[config.mk]
export PLATFORM = sky130hd
export DESIGN_NAME = debounce_sync
export DESIGN_NICKNAME = d
export VERILOG_FILES = /design/src/rtl/sync_async_pkg.sv /design/src/rtl/sync_ff.sv /design/src/rtl/debounce_sync.sv
export SDC_FILE = /design/constraint.sdc
export NUM_CORES = 1
export LEC_CHECK = 0
export BUFFER_PORTS_ARGS = -buffer_cell sky130_fd_sc_hd__buf_2
export CORE_UTILIZATION = 45
export CTS_CLUSTER_SIZE = 25
export DETAILED_ROUTE_END_ITERATION = 12
export GPL_ROUTABILITY_DRIVEN = 0
export HOLD_SLACK_MARGIN = 0.12
export MAX_ROUTING_LAYER = met4
export PLACE_DENSITY = 0.65
export SLEW_MARGIN = 20
export SYNTH_ARGS = -nofsm -noshare
export SYNTH_HDL_FRONTEND = slang
export SYNTH_SLANG_ARGS = --single-unit
[constraint.sdc]
create_clock -name clk -period 2.1 [get_ports clk]
set_clock_uncertainty 0.2 [all_clocks]
set_input_delay 0.525 -clock clk [delete_from_list [all_inputs] [get_ports clk]]
set_output_delay 0.525 -clock clk [all_outputs]
set_load 0.02 [all_outputs]
[src/rtl/sync_async_pkg.sv]
// Shared definitions for the async-input conditioning group
// (debounce_sync, downstream edge detector, related blocks).
//   - 2-bit FSM state encodings for the debouncer
//   - glitch counter width
package sync_async_pkg;

  localparam int GLITCH_W = 8;

  localparam logic [1:0] ST_STABLE_LO = 2'd0;
  localparam logic [1:0] ST_CHK_HI    = 2'd1;
  localparam logic [1:0] ST_STABLE_HI = 2'd2;
  localparam logic [1:0] ST_CHK_LO    = 2'd3;

  typedef enum logic [1:0] {
    STABLE_LO = ST_STABLE_LO,
    CHK_HI    = ST_CHK_HI,
    STABLE_HI = ST_STABLE_HI,
    CHK_LO    = ST_CHK_LO
  } db_state_e;

endpackage

[src/rtl/sync_ff.sv]
// Multi-flop synchroniser for a single asynchronous level.
//   clk  : destination clock
//   rstn : async active-low reset, every flop loads RESET_VAL
//   d    : raw asynchronous input
//   q    : synchronised output (last stage)
module sync_ff #(
  parameter int   STAGES    = 2,
  parameter logic RESET_VAL = 1'b0
) (
  input  logic clk,
  input  logic rstn,
  input  logic d,
  output logic q
);

  logic [STAGES-1:0] chain;

  always_ff @(posedge clk or negedge rstn) begin
    if (!rstn) chain <= {STAGES{RESET_VAL}};
    else       chain <= {chain[STAGES-2:0], d};
  end

  assign q = chain[STAGES-1];

endmodule

[src/rtl/debounce_sync.sv]
// Synchronise and debounce an asynchronous level.
// A level change on the synchronised input is accepted only after it has
// been sampled at the new value on DEBOUNCE_CYCLES consecutive edges;
// aborted candidates are counted in a saturating glitch counter.
//   clk        : clock
//   rstn       : async active-low reset
//   din_async  : raw asynchronous level
//   clr_cnt    : synchronous clear of glitch_cnt (wins over an abort)
//   dout       : debounced level, registered
//   settling   : high while a candidate transition is being qualified
//   glitch_cnt : saturating count of aborted transitions
module debounce_sync
  import sync_async_pkg::*;
#(
  parameter int   SYNC_STAGES     = 2,   // 2..4
  parameter int   DEBOUNCE_CYCLES = 16,  // >= 2
  parameter logic RESET_VAL       = 1'b0
) (
  input  logic                clk,
  input  logic                rstn,
  input  logic                din_async,
  input  logic                clr_cnt,
  output logic                dout,
  output logic                settling,
  output logic [GLITCH_W-1:0] glitch_cnt
);

  localparam int CW = $clog2(DEBOUNCE_CYCLES + 1);
  localparam logic [CW-1:0] CNT_LAST = CW'(DEBOUNCE_CYCLES - 1);
  localparam db_state_e ST_RST = RESET_VAL ? STABLE_HI : STABLE_LO;

  logic s;

  sync_ff #(
    .STAGES    (SYNC_STAGES),
    .RESET_VAL (RESET_VAL)
  ) u_sync (
    .clk  (clk),
    .rstn (rstn),
    .d    (din_async),
    .q    (s)
  );

  db_state_e     state, state_d;
  logic [CW-1:0] cnt, cnt_d;
  logic          dout_d;
  logic          abort;

  always_ff @(posedge clk or negedge rstn) begin
    if (!rstn) begin
      state <= ST_RST;
      cnt   <= '0;
      dout  <= RESET_VAL;
    end else begin
      state <= state_d;
      cnt   <= cnt_d;
      dout  <= dout_d;
    end
  end

  // Entering CHK_* already counts as the first matching sample, so the
  // qualifying edge is the one where cnt holds DEBOUNCE_CYCLES-1.
  always_comb begin
    state_d = state;
    cnt_d   = '0;
    dout_d  = dout;
    abort   = 1'b0;
    unique case (state)
      STABLE_LO: if (s) begin
        state_d = CHK_HI;
        cnt_d   = CW'(1);
      end
      CHK_HI: begin
        if (!s) begin
          state_d = STABLE_LO;
          abort   = 1'b1;
        end else if (cnt == CNT_LAST) begin
          state_d = STABLE_HI;
          dout_d  = 1'b1;
        end else begin
          cnt_d   = cnt + CW'(1);
        end
      end
      STABLE_HI: if (!s) begin
        state_d = CHK_LO;
        cnt_d   = CW'(1);
      end
      CHK_LO: begin
        if (s) begin
          state_d = STABLE_HI;
          abort   = 1'b1;
        end else if (cnt == CNT_LAST) begin
          state_d = STABLE_LO;
          dout_d  = 1'b0;
        end else begin
          cnt_d   = cnt + CW'(1);
        end
      end
      default: state_d = ST_RST;
    endcase
  end

  assign settling = (state == CHK_HI) || (state == CHK_LO);

  always_ff @(posedge clk or negedge rstn) begin
    if (!rstn)                        glitch_cnt <= '0;
    else if (clr_cnt)                 glitch_cnt <= '0;
    else if (abort && !(&glitch_cnt)) glitch_cnt <= glitch_cnt + GLITCH_W'(1);
  end

endmodule

Word level (Yosys, flattened, before mapping)
Cells that the tools add are included.

Flip-flop bits (word level): 18. Input port bits: 4. Logic and storage cells: 51.

$add $sub $neg: 2. Equal/unequal tests: 12. Muxes and demuxes: 23. Reductions and logical operators: 9.

Operator list (count): $pmux W5 S4 (1); $mux W8 (2); $mux W5 (3); $mux W2 (6); $add A8 B1 Y8 const B (1); $mux W1 (8); $ne A2 B2 Y1 const B (4); $pmux W2 S4 (1); $reduce_and A8 Y1 (1); $add A5 B1 Y5 const B (1); $eq A5 B4 Y1 const B (1); $reduce_and A5 Y1 (1); $eq A2 B2 Y1 const B (2); $ne A2 B1 Y1 const B (2); $pmux W1 S2 (2); $reduce_and A4 Y1 (1); $reduce_bool A2 Y1 (2); $ne A3 B2 Y1 const B (1); $ne A3 B3 Y1 const B (1); $eq A2 B1 Y1 const B (1); $logic_not A2 Y1 (1); $logic_and A1 B1 Y1 (1); $logic_not A1 Y1 (1); $logic_or A1 B1 Y1 (1).

Logic depth before layout (Yosys ltp)
Gate-level depths: netlist (run 1).

Depth in word-level cells: 5. Mapped depth: 4. Mapped depth without buffers: 4.

Modules after synthesis
A second synthesis (run 1) with hierarchy kept.

Cell total of the unflattened synthesis: 76. Area, all modules: 844.6 sq um.

Modules (own cells, without submodules): debounce_sync (times used 1, cells an instance 74, area an instance 794.5 sq um, sequential area each 400.4 sq um); sync_ff (times used 1, cells an instance 2, area an instance 50.0 sq um, sequential area each 50.0 sq um).

Least setup slack after synthesis (run 1)
Ideal clock, no wire load.

Path kind: register -> register. From: register glitch_cnt[0]. To: register glitch_cnt[0]. Arrival: 1.596 ns. Data required time: 1.775 ns. Slack: 0.179 ns. Stages on the path, launching flop included: 5. Path buffers: 0. Clock period less this slack: 1.921 ns. Cells stage by stage: dfrtp_1 > ha_1 > and3_2 > a311oi_4 > mux2_4.

Cells in the longest elaborated chain, start to end: 4. Elaborated cells between the ends (all ways): 7. Classes of those cells: add/sub: 1; mux: 2; reduce/logical: 4.

RTL lines: start, declared (line debounce_sync.sv:25) `output logic [GLITCH_W-1:0] glitch_cnt`; start signal, assigned (line debounce_sync.sv:108) `else if (abort && !(&glitch_cnt)) glitch_cnt <= glitch_cnt + GLITCH_W'(1);`; parallel branches: the longest is 4 deep, another holds $add A8 B1 Y8.

Parallel ways; which one is timed is not known. The select of a mux whose other input is x is not followed. A chain may end at the register's enable or synchronous reset.

Worst setup path after layout (run 1)
Same ends and word-level chain as after synthesis.

==> impl_metrics.env, run 1 <==
export IMPL_cts_resized=0
export IMPL_n_antenna_cell=0
export IMPL_worst_pin_slew_ns=0.389
export IMPL_port_buffers=13
export IMPL_peakVddDrop_mv=0.387
export IMPL_hold_buffers=1
export IMPL_drv_slew=0
export IMPL_relSlewSlack_pct=74.0
export IMPL_status="completed"
export IMPL_reg2reg_depth=4
export IMPL_wirelength_um=1660
export IMPL_ys_ff_latch=18
export IMPL_synth_top_cell_area_share_pct=48.2
export IMPL_cts_sinks=18
export IMPL_root_buffer="clkbuf_4"
export IMPL_hold_class="in2reg"
export IMPL_grt_antenna_before_repair=0
export IMPL_fp_dieW_um=47.6
export IMPL_period_needed_ns=1.93
export IMPL_start_util_pct=47.6
export IMPL_grtUsageTotal_pct=17.0
export IMPL_pre_cts_ws_ns=0.192
export IMPL_grt_pass1_vias=561
export IMPL_min_to="u_sync.chain[0]$_DFF_PN0_"
export IMPL_syn_to_final_growth_pct=12.6
export IMPL_dieArea_um2=2260
export IMPL_regToRegSetupSlack_ns=0.17
export IMPL_yosysUniqueCellTypes=37
export IMPL_synth_main_ff_cell="dfrtp_1"
export IMPL_critPathMaxFanout=6
export IMPL_hold_path_cell_count=1
export IMPL_yosys_warnings=0
export IMPL_wl_per_cell_um=13.2
export IMPL_startpoint_type="register"
export IMPL_final_fill_count=200
export IMPL_fin_ws_ns=0.175
export IMPL_syn_area_um2=935
export IMPL_vias_per_cell=5.67
export IMPL_finalHoldViolCount=0
export IMPL_yosys_area_top_type="dfrtp_1"
export IMPL_cts_made_buffers=3
export IMPL_clockBufferDepth=2
export IMPL_yosys_top_cells_area="dfrtp_1 48%, a211oi_1 4.0%, a31oi_1 4.0%"
export IMPL_ys_async_sr_fraction_pct=100
export IMPL_setup_viol=0
export IMPL_grt_pass1_wl_um=2550
export IMPL_p_per_area_nw_per_um2=587
export IMPL_crit_type="reg2reg"
export IMPL_tns_ns=0
export IMPL_postRouteAntennaNets=0
export IMPL_crit_required_ns=2.07
export IMPL_io_pins=14
export IMPL_dp_hpwl_um=1240
export IMPL_seq_area_frac_synth_pct=48.2
export IMPL_die_y_um=47.6
export IMPL_cellLeakagePower_uw=0.000485
export IMPL_htreeDepth=1
export IMPL_seq_area_um2=450
export IMPL_fmax_mhz=519
export IMPL_synth_edff_count=0
export IMPL_layout_drive_gt1_share_pct=26.3
export IMPL_clk_latency_ns=0.29
export IMPL_avgSynthCellArea_um2=11.0
export IMPL_post_cts_buffers=0
export IMPL_finalNetCount=106
export IMPL_worstHoldStart="din_async"
export IMPL_critical_path_endpoint_type="register"
export IMPL_path_clk_slew_ns=0.09
export IMPL_rr_startpoint="glitch_cnt[0]$_DFFE_PN0P_"
export IMPL_firstDrtPassIters=4
export IMPL_multi_input_area_um2=445
export IMPL_drc=0
export IMPL_synthesis_nets=91
export IMPL_rsz0062_at_grt="no"
export IMPL_rows=16
export IMPL_critical_path_arrival_ns=1.90
export IMPL_grt_max_degree=19
export IMPL_drt_iter0_markers=16
export IMPL_syn_inst=85
export IMPL_layout_worst_path_cycle_share_pct=91.7
export IMPL_vias=714
export IMPL_r2r_end="glitch_cnt[0]$_DFFE_PN0P_"
export IMPL_grt_ovfl_total=0
export IMPL_maxCapViolations=0
export IMPL_cts_tree="done"
export IMPL_design_core_area_um2=1960
==> where the power goes <==
group / total, uW / internal, uW / switching (uW)
Combinational: 46.1 / 18.1 / 28.0
Sequential: 365 / 354 / 10.5
Clock: 207 / 106 / 101
==> critical path, stage by stage (launching register included) <==
cell      delay [ns]
dfrtp_1         0.43
ha_1            0.25
and3_2          0.25
a311oi_4        0.36
mux2_4          0.33
==> synth_stat cells (2+ instances only) <==
cell,count
nand2b_1,2
a31oi_1,6
nand3_1,3
ha_1,2
nor2_1,6
nand2_1,6
and3_1,2
o21ai_0,2
and4b_1,2
inv_1,3
dfrtp_1,18
a211oi_1,5
a21oi_1,4
==> state kept, by name (all words and copies together) (netlist names), named ones only <==
signal,cells
cnt,5
dout,1
glitch_cnt,8
state,1
u_sync.chain,2
==> cells by family after synthesis <==
| group | count (synthesis) | share of synthesized area [%] |
|---|---|---|
| compound gates | 24 | 20.2 |
| mux | 2 | 2.68 |
| simple gates | 29 | 17.7 |
| flops | 18 | 48.2 |
| xor+xnor | 3 | 4.42 |
| fa+ha+maj | 2 | 2.68 |
| buf+inv | 7 | 4.15 |
==> per-layer routing <==
metal,track usage [%],vias to the layer above,share of wire (%)
li1,-,345,-
met1,25.2,351,52
met2,21.9,16,44
met3,5.66,2,3.4
met4,5.00,0,0.72
met5,-,-,0
==> worst max-delay path by stage <==
stage / cells past startpoint / start / end
finish: 4 / glitch_cnt[0]$_DFFE_PN0P_ / glitch_cnt[0]$_DFFE_PN0P_
global route: 4 / glitch_cnt[0]$_DFFE_PN0P_ / glitch_cnt[0]$_DFFE_PN0P_
CTS: 4 / glitch_cnt[0]$_DFFE_PN0P_ / glitch_cnt[0]$_DFFE_PN0P_
detailed placement: 4 / glitch_cnt[0]$_DFFE_PN0P_ / glitch_cnt[0]$_DFFE_PN0P_
global placement: 4 / glitch_cnt[0]$_DFFE_PN0P_ / glitch_cnt[0]$_DFFE_PN0P_
floorplan: 4 / glitch_cnt[0]$_DFFE_PN0P_ / glitch_cnt[0]$_DFFE_PN0P_
==> cell type report <==
type	instances	share of cell area, %
repair buffers	14	7.13
inverters	3	1.07
flip-flops and latches	18	42.8
well taps	27	3.21
clock buffers	4	3.45
multi-input cells	60	42.3
==> through the flow <==
stage                     hold slack (ns)  area (um2)  utilization (%)  cells  power, uW
after detailed placement            0.137        1010             51.3    121        417
after floorplan                    0.0294         935                -     85        401
after CTS                           0.134        1050             53.6    126        626
after global placement              0.132        1010             51.3    121        417
after global routing                0.125        1050             53.6    126        650
final                               0.145        1050             53.6    126        617
==> placed cells by master, fill, tap and decap left out, types with 2 or more instances in the layout <==
cell	n
a211oi_1	5
a21oi_1	4
a31oi_1	6
and3_1	2
and4b_1	2
buf_2	13
clkbuf_4	3
dfrtp_1	18
ha_1	2
inv_1	3
nand2_1	6
nand2b_1	2
nand3_1	3
nor2_1	6
o21ai_0	2
(Power assumes the default switching activity.)
==> run 2, diff against run 1 <==
--- a/config.mk
+++ b/config.mk
@@ -6,6 +6,7 @@
 export NUM_CORES = 1
 export LEC_CHECK = 0
 export BUFFER_PORTS_ARGS = -buffer_cell sky130_fd_sc_hd__buf_2
+export CORE_MARGIN = 1.5
 export CORE_UTILIZATION = 45
 export CTS_CLUSTER_SIZE = 25
 export DETAILED_ROUTE_END_ITERATION = 12
==> run 2 against run 1 <==
Against the previous run:
- combinational power increased by 4%
- largest cell class unchanged
- sequential share of layout area down 0.40 points
- utilization up 0.51 points
- largest power group unchanged
- sequential power about the same
- die area is 4.2% higher
- count of clock-buffer cells in the layout stayed put
- register-to-register slack about the same
- non-clock buffer count grew 1
- maximum frequency grew 0.38%
- critical path type unchanged
- critical path depth did not move
- total power down 0.20%
==> impl_metrics.env, run 2 (synthesis gave the netlist of run 1 again) <==
export IMPL_status="completed"
export IMPL_hold_path_cell_count=0
export IMPL_layout_common_cells="18 x dfrtp_1, 13 x buf_2, 6 x nand2_1, 6 x nor2_1, 6 x a31oi_1"
export IMPL_htreeDepth=1
export IMPL_critical_path_arrival_ns=1.90
export IMPL_peakVddDrop_mv=0.434
export IMPL_clkPwrFrac_pct=33.0
export IMPL_power_switching_uw=137
export IMPL_hold_buffers=2
export IMPL_drc=0
export IMPL_fin_area_um2=1060
export IMPL_finalNetCount=107
export IMPL_fmax_mhz=521
export IMPL_grt_antenna_before_repair=0
export IMPL_cellLeakagePower_uw=0.000489
export IMPL_r2r_end="glitch_cnt[0]$_DFFE_PN0P_"
export IMPL_grt_pass1_vias=711
export IMPL_wirelength_um=1760
export IMPL_n_antenna_cell=0
export IMPL_critical_path_endpoint_type="register"
export IMPL_reg2reg_depth=4
export IMPL_setup_viol=0
export IMPL_finalHoldViolCount=0
export IMPL_postRouteAntennaNets=0
export IMPL_final_common_cell="dfrtp_1"
export IMPL_design_core_area_um2=1960
export IMPL_startpoint_type="register"
export IMPL_dieArea_um2=2360
export IMPL_comb_power_share_pct=7.8
export IMPL_rsz0062_at_grt="no"
export IMPL_die_y_um=48.6
export IMPL_dp_hpwl_um=1280
export IMPL_rows=16
export IMPL_clockBufferDepth=2
export IMPL_crit_start="glitch_cnt[0]$_DFFE_PN0P_"
export IMPL_p_int_uw=479
export IMPL_rr_startpoint="glitch_cnt[0]$_DFFE_PN0P_"
export IMPL_relSlewSlack_pct=73.2
export IMPL_layout_worst_path_cycle_share_pct=91.3
export IMPL_period_needed_ns=1.92
export IMPL_root_buffer="clkbuf_4"
export IMPL_start_util_pct=47.6
export IMPL_crit_required_ns=2.08
export IMPL_firstDrtPassIters=4
export IMPL_crit_type="reg2reg"
export IMPL_hold_class="reg2reg"
export IMPL_grtUsageTotal_pct=18.2
export IMPL_cts_resized=0
export IMPL_seqPwrFrac_pct=59.2
export IMPL_endpoint="glitch_cnt[0]$_DFFE_PN0P_"
export IMPL_worst_pin_slew_ns=0.403
export IMPL_syn_to_final_growth_pct=13.7
export IMPL_reg_largest_list="glitch_cnt x8, cnt x5, u_sync.chain x2"
export IMPL_path_clk_slew_ns=0.10
export IMPL_wl_per_cell_um=13.9
export IMPL_cts_tree="done"
export IMPL_top_register="glitch_cnt"
export IMPL_drv_slew=0
export IMPL_grt_max_degree=19
export IMPL_critPathMaxFanout=6
export IMPL_finalPower_uw=616
export IMPL_cts_sinks=18
export IMPL_port_buffers=13
export IMPL_largest_reg_flops=8
export IMPL_fp_dieW_um=48.6
export IMPL_vias_per_cell=5.50
export IMPL_io_pins=14
export IMPL_grt_pass1_wl_um=3170
export IMPL_p_sw_share_pct=22.3
export IMPL_post_cts_buffers=0
export IMPL_drt_iter0_markers=23
export IMPL_dpl_cell_area_um2=1010
export IMPL_clk_latency_ns=0.29
export IMPL_layout_drive_gt1_share_pct=26.0
export IMPL_p_per_area_nw_per_um2=580
export IMPL_maxCapViolations=0
export IMPL_grt_ovfl_total=0
export IMPL_regToRegSetupSlack_ns=0.18
export IMPL_tns_ns=0
export IMPL_vias=698
export IMPL_cts_made_buffers=3
## run 2: cell count changes in the layout (fill, tap and decap cells not counted)
| cell | delta |
|---|---|
| dlygate4sd3_1 | +1 |
## run 2: critical path, stage by stage (launching register included)
cell,delay [ns]
dfrtp_1,0.44
ha_1,0.26
and3_2,0.24
a311oi_4,0.35
mux2_4,0.33
## run 2: power by group through the flow
stage	clock network, uW	registers [uW]	logic, uW
floorplan	0	371	29.9
global placement	0	371	45.5
detailed placement	0	371	45.4
CTS	217	365	48.5
global route	240	366	53.2
finish	204	365	47.8
## run 2: worst min-delay path by stage
stage,from,slack [ns],endpoint
after floorplan,rstn,0.03,async pin
after global placement,u_sync.chain[0]$_DFF_PN0_,0.13,u_sync.chain[1]$_DFF_PN0_
after detailed placement,u_sync.chain[0]$_DFF_PN0_,0.14,u_sync.chain[1]$_DFF_PN0_
after CTS,u_sync.chain[0]$_DFF_PN0_,0.16,u_sync.chain[1]$_DFF_PN0_
after global routing,u_sync.chain[0]$_DFF_PN0_,0.18,u_sync.chain[1]$_DFF_PN0_
final,u_sync.chain[0]$_DFF_PN0_,0.16,u_sync.chain[1]$_DFF_PN0_
## run 2: per-layer routing
layer	GRT usage, %	up-vias	share of wire, %	wire [um]
met5	-	-	0	0
met4	6.19	0	0.68	12
met3	6.48	2	6.2	110
met2	27.1	25	42	738
met1	23.3	321	51	899
li1	-	350	-	-
## run 2: through the flow
step                instances  utilization [%]  hold WS [ns]  worst slack [ns]
CTS                       127             54.1         0.162             0.182
global route              127             54.1         0.184             0.119
floorplan                  85                -        0.0294             0.179
finish                    127             54.1         0.160             0.182
detailed placement        121             51.3         0.137             0.204
global placement          121             51.3         0.132             0.228
## run 2: area by class of cell
class	instances	area, um2
Timing Repair Buffer	15	85.1
Sequential cell	18	450
Clock buffer	4	36.3
Multi-Input combinational cell	60	445
Inverter	3	11.3
Fill cell	180	900
Tap cell	27	33.8
